==> config.mk <==
export PLATFORM = sky130hd
export DESIGN_NAME = iob_cpu_bus_arb_flat
export DESIGN_NICKNAME = d
export VERILOG_FILES = /design/src/rtl/iob_cpu_bus_arb_if.sv /design/src/rtl/iob_cpu_bus_arb.sv /design/src/flat_wrapper.sv
export SDC_FILE = /design/constraint.sdc
export NUM_CORES = 1
export LEC_CHECK = 0
export ABC_AREA = 0
export BUFFER_PORTS_ARGS = -buffer_cell sky130_fd_sc_hd__buf_2
export CAP_MARGIN = 20
export CORE_AREA = 2 2 122 124
export CTS_BUF_LIST = sky130_fd_sc_hd__clkbuf_4 sky130_fd_sc_hd__clkbuf_8 sky130_fd_sc_hd__clkbuf_16
export DETAILED_ROUTE_END_ITERATION = 12
export DIE_AREA = 0 0 124 126
export PLACE_DENSITY = 0.44
export SLEW_MARGIN = 20
export SYNTH_ARGS = -nofsm -noshare
export SYNTH_HDL_FRONTEND = slang
export SYNTH_SLANG_ARGS = --single-unit
==> constraint.sdc <==
create_clock -name clk -period 3.41 [get_ports clk]
set_clock_uncertainty 0.2 [all_clocks]
set_input_delay 0 -clock clk [delete_from_list [all_inputs] [get_ports clk]]
set_output_delay 0 -clock clk [all_outputs]
set_load 0.02 [all_outputs]
==> src/rtl/iob_cpu_bus_arb_if.sv <==
// One IOb native bus: request fields flow master->slave; ready/rdata flow back.
// Ready is a single-cycle completion pulse; valid is held with stable fields until ready.
interface iob_cpu_bus_arb_if #(
    parameter int ADDR_W = 32,
    parameter int DATA_W = 32
);
    logic                  valid;
    logic [ADDR_W-1:0]     addr;
    logic [DATA_W-1:0]     wdata;
    logic [DATA_W/8-1:0]   wstrb;
    logic                  ready;
    logic [DATA_W-1:0]     rdata;

    modport master (
        output valid, addr, wdata, wstrb,
        input  ready, rdata
    );

    modport slave (
        input  valid, addr, wdata, wstrb,
        output ready, rdata
    );
endinterface

==> src/rtl/iob_cpu_bus_arb.sv <==
// 2:1 instruction/data bus arbiter onto one IOb port, one outstanding txn, response timeout; IOB_ARB_DATA_PRIO_EN selects fixed m1 priority.
// Latency: 1 arbitration cycle + slave latency; masters are held by withholding ready, min 1 idle cycle between txns.
module iob_cpu_bus_arb #(
    parameter int          ADDR_W   = 32,
    parameter int          DATA_W   = 32,
    parameter int          TO_W     = 8,
    parameter logic [31:0] ERR_DATA = 32'hDEADBEEF
) (
    input  logic              clk,
    input  logic              rst_n,
    iob_cpu_bus_arb_if.slave  m0,
    iob_cpu_bus_arb_if.slave  m1,
    iob_cpu_bus_arb_if.master s,
    output logic              grant,
    output logic              timeout
);

    typedef enum logic {
        IDLE = 1'b0,
        BUSY = 1'b1
    } state_t;

    localparam logic [DATA_W-1:0] ERR_D   = DATA_W'(ERR_DATA);
    // Counter value seen during the (2^TO_W-1)-th BUSY cycle, since it is cleared on entry.
    localparam logic [TO_W-1:0]   TO_LAST = TO_W'((2 ** TO_W) - 2);

    state_t            state;
    state_t            state_nxt;
    logic              grant_nxt;
    logic              pick;
    logic              to_hit;
    logic [TO_W-1:0]   to_cnt;
    logic [DATA_W-1:0] rsp_dat;

`ifdef IOB_ARB_DATA_PRIO_EN
    always_comb begin
        pick = m1.valid;
    end
`else
    logic last_grant;

    always_comb begin
        if (m0.valid && m1.valid) begin
            pick = ~last_grant;
        end else begin
            pick = m1.valid;
        end
    end

    always_ff @(posedge clk or negedge rst_n) begin
        if (!rst_n) begin
            last_grant <= 1'b1;
        end else if (state == IDLE && state_nxt == BUSY) begin
            last_grant <= grant_nxt;
        end
    end
`endif

    always_comb begin
        state_nxt = state;
        grant_nxt = grant;
        to_hit    = 1'b0;
        rsp_dat   = s.rdata;
        s.valid   = 1'b0;
        s.addr    = '0;
        s.wdata   = '0;
        s.wstrb   = '0;
        m0.ready  = 1'b0;
        m0.rdata  = '0;
        m1.ready  = 1'b0;
        m1.rdata  = '0;
        case (state)
            IDLE: begin
                if (m0.valid || m1.valid) begin
                    grant_nxt = pick;
                    state_nxt = BUSY;
                end
            end
            BUSY: begin
                // A real completion on the limit cycle wins over the timeout.
                to_hit  = !s.ready && (to_cnt == TO_LAST);
                if (to_hit) begin
                    rsp_dat = ERR_D;
                end
                s.valid = 1'b1;
                if (grant) begin
                    s.addr   = m1.addr;
                    s.wdata  = m1.wdata;
                    s.wstrb  = m1.wstrb;
                    m1.ready = s.ready || to_hit;
                    m1.rdata = rsp_dat;
                end else begin
                    s.addr   = m0.addr;
                    s.wdata  = m0.wdata;
                    s.wstrb  = m0.wstrb;
                    m0.ready = s.ready || to_hit;
                    m0.rdata = rsp_dat;
                end
                if (s.ready || to_hit) begin
                    state_nxt = IDLE;
                end
            end
            default: state_nxt = IDLE;
        endcase
    end

    always_ff @(posedge clk or negedge rst_n) begin
        if (!rst_n) begin
            state <= IDLE;
            grant <= 1'b0;
        end else begin
            state <= state_nxt;
            grant <= grant_nxt;
        end
    end

    always_ff @(posedge clk or negedge rst_n) begin
        if (!rst_n) begin
            to_cnt  <= '0;
            timeout <= 1'b0;
        end else begin
            if (state == IDLE) begin
                to_cnt <= '0;
            end else if (!s.ready) begin
                to_cnt <= to_cnt + TO_W'(1);
            end
            if (to_hit) begin
                timeout <= 1'b1;
            end
        end
    end

endmodule
==> src/flat_wrapper.sv <==
// flat-port wrapper written by rule: the top's interface ports become plain ports
module iob_cpu_bus_arb_flat 
#(
    parameter int          ADDR_W   = 32,
    parameter int          DATA_W   = 32,
    parameter int          TO_W     = 8,
    parameter logic [31:0] ERR_DATA = 32'hDEADBEEF
)
  (clk, rst_n, grant, timeout, m0_valid, m0_addr, m0_wdata, m0_wstrb, m0_ready, m0_rdata, m1_valid, m1_addr, m1_wdata, m1_wstrb, m1_ready, m1_rdata, s_valid, s_addr, s_wdata, s_wstrb, s_ready, s_rdata);
  iob_cpu_bus_arb_if #(.ADDR_W(ADDR_W), .DATA_W(DATA_W)) m0_i ();
  iob_cpu_bus_arb_if #(.ADDR_W(ADDR_W), .DATA_W(DATA_W)) m1_i ();
  iob_cpu_bus_arb_if #(.ADDR_W(ADDR_W), .DATA_W(DATA_W)) s_i ();
  input  logic clk;
  input  logic rst_n;
  output logic grant;
  output logic timeout;
  input wire logic [$bits(m0_i.valid)-1:0] m0_valid;
  input wire logic [$bits(m0_i.addr)-1:0] m0_addr;
  input wire logic [$bits(m0_i.wdata)-1:0] m0_wdata;
  input wire logic [$bits(m0_i.wstrb)-1:0] m0_wstrb;
  output wire logic [$bits(m0_i.ready)-1:0] m0_ready;
  output wire logic [$bits(m0_i.rdata)-1:0] m0_rdata;
  input wire logic [$bits(m1_i.valid)-1:0] m1_valid;
  input wire logic [$bits(m1_i.addr)-1:0] m1_addr;
  input wire logic [$bits(m1_i.wdata)-1:0] m1_wdata;
  input wire logic [$bits(m1_i.wstrb)-1:0] m1_wstrb;
  output wire logic [$bits(m1_i.ready)-1:0] m1_ready;
  output wire logic [$bits(m1_i.rdata)-1:0] m1_rdata;
  output wire logic [$bits(s_i.valid)-1:0] s_valid;
  output wire logic [$bits(s_i.addr)-1:0] s_addr;
  output wire logic [$bits(s_i.wdata)-1:0] s_wdata;
  output wire logic [$bits(s_i.wstrb)-1:0] s_wstrb;
  input wire logic [$bits(s_i.ready)-1:0] s_ready;
  input wire logic [$bits(s_i.rdata)-1:0] s_rdata;
  assign m0_i.valid = m0_valid;
  assign m0_i.addr = m0_addr;
  assign m0_i.wdata = m0_wdata;
  assign m0_i.wstrb = m0_wstrb;
  assign m0_ready = m0_i.ready;
  assign m0_rdata = m0_i.rdata;
  assign m1_i.valid = m1_valid;
  assign m1_i.addr = m1_addr;
  assign m1_i.wdata = m1_wdata;
  assign m1_i.wstrb = m1_wstrb;
  assign m1_ready = m1_i.ready;
  assign m1_rdata = m1_i.rdata;
  assign s_valid = s_i.valid;
  assign s_addr = s_i.addr;
  assign s_wdata = s_i.wdata;
  assign s_wstrb = s_i.wstrb;
  assign s_i.ready = s_ready;
  assign s_i.rdata = s_rdata;
  iob_cpu_bus_arb #(.ADDR_W(ADDR_W), .DATA_W(DATA_W), .TO_W(TO_W), .ERR_DATA(ERR_DATA)) u_core (.clk(clk), .rst_n(rst_n), .m0(m0_i), .m1(m1_i), .s(s_i), .grant(grant), .timeout(timeout));
endmodule
Word level (Yosys, flattened, before mapping)
Index checks and enable logic that the tools add are counted.
- register bits after elaboration: 12
- latch bits: 0
- RAM bits: 0
- bits in read-only memories: 0
- input port bits: 173
- logic and storage cells: 41
- memories: 0
- $add $sub $neg: 1
- multipliers: 0
- div/mod/pow operators: 0
- $lt $le $gt $ge: 0
- equal/unequal tests: 2
- shift-type cells: 0
- muxes and demuxes: 25
- bitwise logic cells: 2
- reduce and logical (&&, ||, !) cells: 6
- operators by type and width (kind ; count):
    $mux 32 ; 9
    $mux 8 ; 2
    $mux 1 ; 11
    $add 8x1->8 const B ; 1
    $eq 8x8->1 const B ; 1
    $mux 4 ; 2
    $logic_and 1x1->1 ; 3
    $logic_or 1x1->1 ; 2
    $ne 2x2->1 const B ; 1
    $not 1->1 ; 2
    $pmux 1 s2 ; 1
    $logic_not 1->1 ; 1

Logic depth before layout (Yosys ltp)
- depth in word-level cells: 6
- mapped depth: 7
- mapped depth without buffers: 5

Least setup slack after synthesis
OpenSTA, ideal clock, no wires.
- path type: register to output
- start: register u_core.to_cnt[0]
- end: output port m1_rdata[24]
- data arrival time: 1.491 ns
- required time: 3.210 ns
- path slack: 1.719 ns
- stages on the path, launching flop included: 7
- buffers on the path: 1
- cells stage by stage: dfrtp_1 -> inv_1 -> ha_1 -> nand4_2 -> or3_4 -> buf_6 -> and3_1
- longest elaborated chain between the ends: 5
- RTL lines (item ; RTL line ; text):
    start: declaration ; iob_cpu_bus_arb.sv:32 ; logic [TO_W-1:0] to_cnt;
    start signal: assignment ; iob_cpu_bus_arb.sv:125 ; to_cnt <= to_cnt + TO_W'(1);
    $eq 8x8->1 ; iob_cpu_bus_arb.sv:81 ; to_hit = !s.ready && (to_cnt == TO_LAST);
    $logic_and 1x1->1 ; iob_cpu_bus_arb.sv:81 ;
    $mux 32 ; iob_cpu_bus_arb.sv:82 ; if (to_hit) begin
    $mux 32 ; iob_cpu_bus_arb.sv:86 ; if (grant) begin
    $mux 32 ; iob_cpu_bus_arb.sv:72 ; case (state)
    end: declaration ; flat_wrapper.sv:28 ; output wire logic [$bits(m1_i.rdata)-1:0] m1_rdata;
Every way passes these cells.

Worst setup path after layout
- start: register u_core.grant
- end: output port m1_rdata[14]
- longest elaborated chain between the ends: 2
- RTL lines (item ; RTL line ; text):
    start: declaration ; iob_cpu_bus_arb.sv:14 ; output logic grant,
    start signal: assignment ; iob_cpu_bus_arb.sv:113 ; grant <= grant_nxt;
    $mux 32 ; iob_cpu_bus_arb.sv:86 ;
    $mux 32 ; iob_cpu_bus_arb.sv:72 ;
Every way passes these cells.

==> summary.txt <==
status: finished, final reports clean
CP bufs+invs: 1
Routed WL: 9759 um
Initial DRC Count: 43
TNS Setup: 0 ns
initial antenna violation count: 0
count of cell types in the netlist: 33
Antenna Nets Post-Route: 0
IO buf count: 309
wire per inst: 12.72 um
htree depth: 1
All-Layer GR Usage: 0.1107
clk_lat worst skew: 0.24 ns
Area growth syn-to-layout: 84.63%
crit-path cells: and2_1, and3_1, buf_2
worst r2r src: u_core.to_cnt[0]$_DFFE_PN0P_
total of max-cap violations: 0
fill count: 1606
FF+latch area: 305.3 um2
Max Freq: 0.4076 GHz
asr flop ratio synth: 1.000
Num CTS Buffers: 3
largest net degree at the start of global routing: 55
critical path launch point type: flop
relative slew slack: 0.3343
EDFF count, synth: 0
Nets: 759
RSZ-0062 raised after global routing: false
Leak Pwr: 0.002446 uW
Crit Path Max Fanout: 33
Worst Reg-to-Reg Cells: 6
#FFs+latches synth: 12
wire length of the first global-routing pass: 13860 um
clock sink total: 12
r2r endpoint: u_core.timeout$_DFFE_PN0P_
io pins: 310
Pwr Density: 414.2 nW/um2
CTS Buffer Depth: 2
register area share after synthesis: 0.1403
pins over their slew limit: 0
GR Overflow Total: 0
cell family with most CP delay: simple AND/OR/NAND/NOR gates
ratio of final minimum period to clock period: 0.7195
Critical Path Sink Type: output port
syn avg cell area: 7.412 um2
vias per cell: 4.172
Syn. warnings: 0
share of layout cells above drive strength 1: 0.5575
r2r setup slk: 1.55 ns
DP Area: 3830 um2
crit path max-delay cell type: and2_1
Vias: 3200
# rows: 44
DIE WIDTH: 124 um
DIE HEIGHT: 126 um
Critical Path AT: 2.25 ns
CP Class: reg2out
Tmin final: 2.454 ns
Post-Syn Instances: 290
Synthesized Nets: 465
vias in the first global route: 2958
clk root buf: clkbuf_16
CTS tree: done
post-CTS sizing: 0
Synth Cell Area: 2150 um2
Die ar.: 15620 um2
type of the most critical hold path: in2async
area of the multi-input gates: 1703 um2
Fin. Hold Viols: 0
# diodes: 0
setup bufs post-CTS: 0
DR pass1 iterations: 4
core footprint: 14310 um2
ys flop type: dfrtp_1
Final Setup Violations: 0
Post-route DRC: 0
Initial Util: 0.1502
routability cong.: 0.7680
fin area: 3969 um2
Tightest Pin Transition: 0.9986 ns
worst stage delay on the critical path: 0.86 ns
Crit path required time: 3.21 ns
Peak VDD IR: 192.2 uV
post-detail-place hpwl: 8184 um
Reg clk slew, reported paths: 0.05 ns
## cell usage after synthesis (all sizes together), types with 2 or more instances
cell     n  area share
nor3     2      0.0070
nand4b   2      0.0082
mux2i   68        0.32
clkbuf  12       0.021
nor2    75        0.13
buf     18       0.047
or3      3       0.011
ha       2       0.012
inv      2      0.0035
a21o     2      0.0070
xor2     3       0.012
o21a    48        0.17
and3    16       0.047
nand2    3      0.0052
nand2b   2      0.0058
o21ai    3      0.0070
a21oi    6       0.014
and2     3      0.0087
nand4    2      0.0087
dfrtp   11        0.13
## metal layers
metal | share of wire | up-vias | global-route usage
li1 | - | 1591 | -
met1 | 0.35 | 1430 | 0.1068
met2 | 0.55 | 173 | 0.2298
met3 | 0.092 | 6 | 0.02264
met4 | 0.013 | 0 | 0.02710
met5 | 0 | - | 0
## repair_timing
item,CTS,global route
hold endpoints to repair,17,0
hold buffers,5,0
endpoints found under the setup margin,0,0
## cell usage in the layout, fill, tap and decap left out, types with 2 or more instances in the layout
master,n
ha_1,2
dlygate4sd3_1,5
mux2i_1,68
clkbuf_16,3
buf_2,309
buf_4,5
nand2b_1,2
nand4b_1,2
dfrtp_1,10
xor2_1,3
and3_1,16
or3_1,2
o21ai_0,3
and2_1,3
a21o_1,2
o21a_1,48
a21oi_1,6
nor2_1,74
nand2_1,3
## worst register-to-register path, delay by kind of cell, from the launching register on
kind            cells  cell delay (ns)
compound gates      1             0.19
fa+ha+maj           1             0.15
buf+inv             2             0.50
flops               1             0.42
simple gates        2             0.33
## where the power goes
group | total, uW | internal (uW) | switching, uW
registers | 216 | 163 | 53.4
logic | 1180 | 484 | 699
clock network | 245 | 178 | 66.9
total | 1640 | 825 | 819
## layout make-up
class / count / area share
Clock buffer: 4 / 0.02238
Inverter: 2 / 0.001892
Multi-Input combinational cell: 246 / 0.4291
Sequential cell: 12 / 0.07692
Tap cell: 184 / 0.05801
Timing Repair Buffer: 319 / 0.4117
## kinds of logic after synthesis
| family | count (synthesis) | share of synthesized area |
|---|---|---|
| and+or+nand+nor | 111 | 0.2410 |
| adders and majority gates | 2 | 0.01164 |
| xor gates and xnor gates | 4 | 0.01630 |
| buffers and inverters | 32 | 0.07160 |
| DFF | 12 | 0.1403 |
| muxes | 68 | 0.3166 |
| AOI/OAI and AO/OA | 61 | 0.2026 |
## per-stage QoR
step	cells	hold slack [ns]	power (uW)	utilization	setup slack, ns
2_1_floorplan	290	-0.4956	1004	-	1.719
3_3_place_gp	758	-0.2963	1401	0.2676	1.282
3_5_place_dp	758	-0.2947	1408	0.2676	1.188
4_1_cts	767	0.02054	1669	0.2773	0.9253
5_1_grt	767	0.03929	1760	0.2773	0.7795
6_report	767	0.007519	1644	0.2773	0.9564
## registers in the layout, indices dropped and copies added, names as in the netlist
signal	count
u_core.grant	1
u_core.timeout	1
u_core.last_grant	1
u_core.state	1
u_core.to_cnt	8
## worst max-delay path by stage
stage,start,to,slack (ns),cells past startpoint
finish,u_core.grant$_DFF_PN0_,m1_rdata[14],0.96,3
global route,u_core.grant$_DFF_PN0_,m1_rdata[14],0.78,3
CTS,u_core.grant$_DFF_PN0_,m1_rdata[4],0.93,3
detailed placement,u_core.grant$_DFF_PN0_,m1_rdata[4],1.19,3
global placement,u_core.grant$_DFF_PN0_,m1_rdata[8],1.28,3
floorplan,u_core.to_cnt[0]$_DFFE_PN0P_,m1_rdata[24],1.72,6
Note: power is estimated with default switching activity, not from simulation.
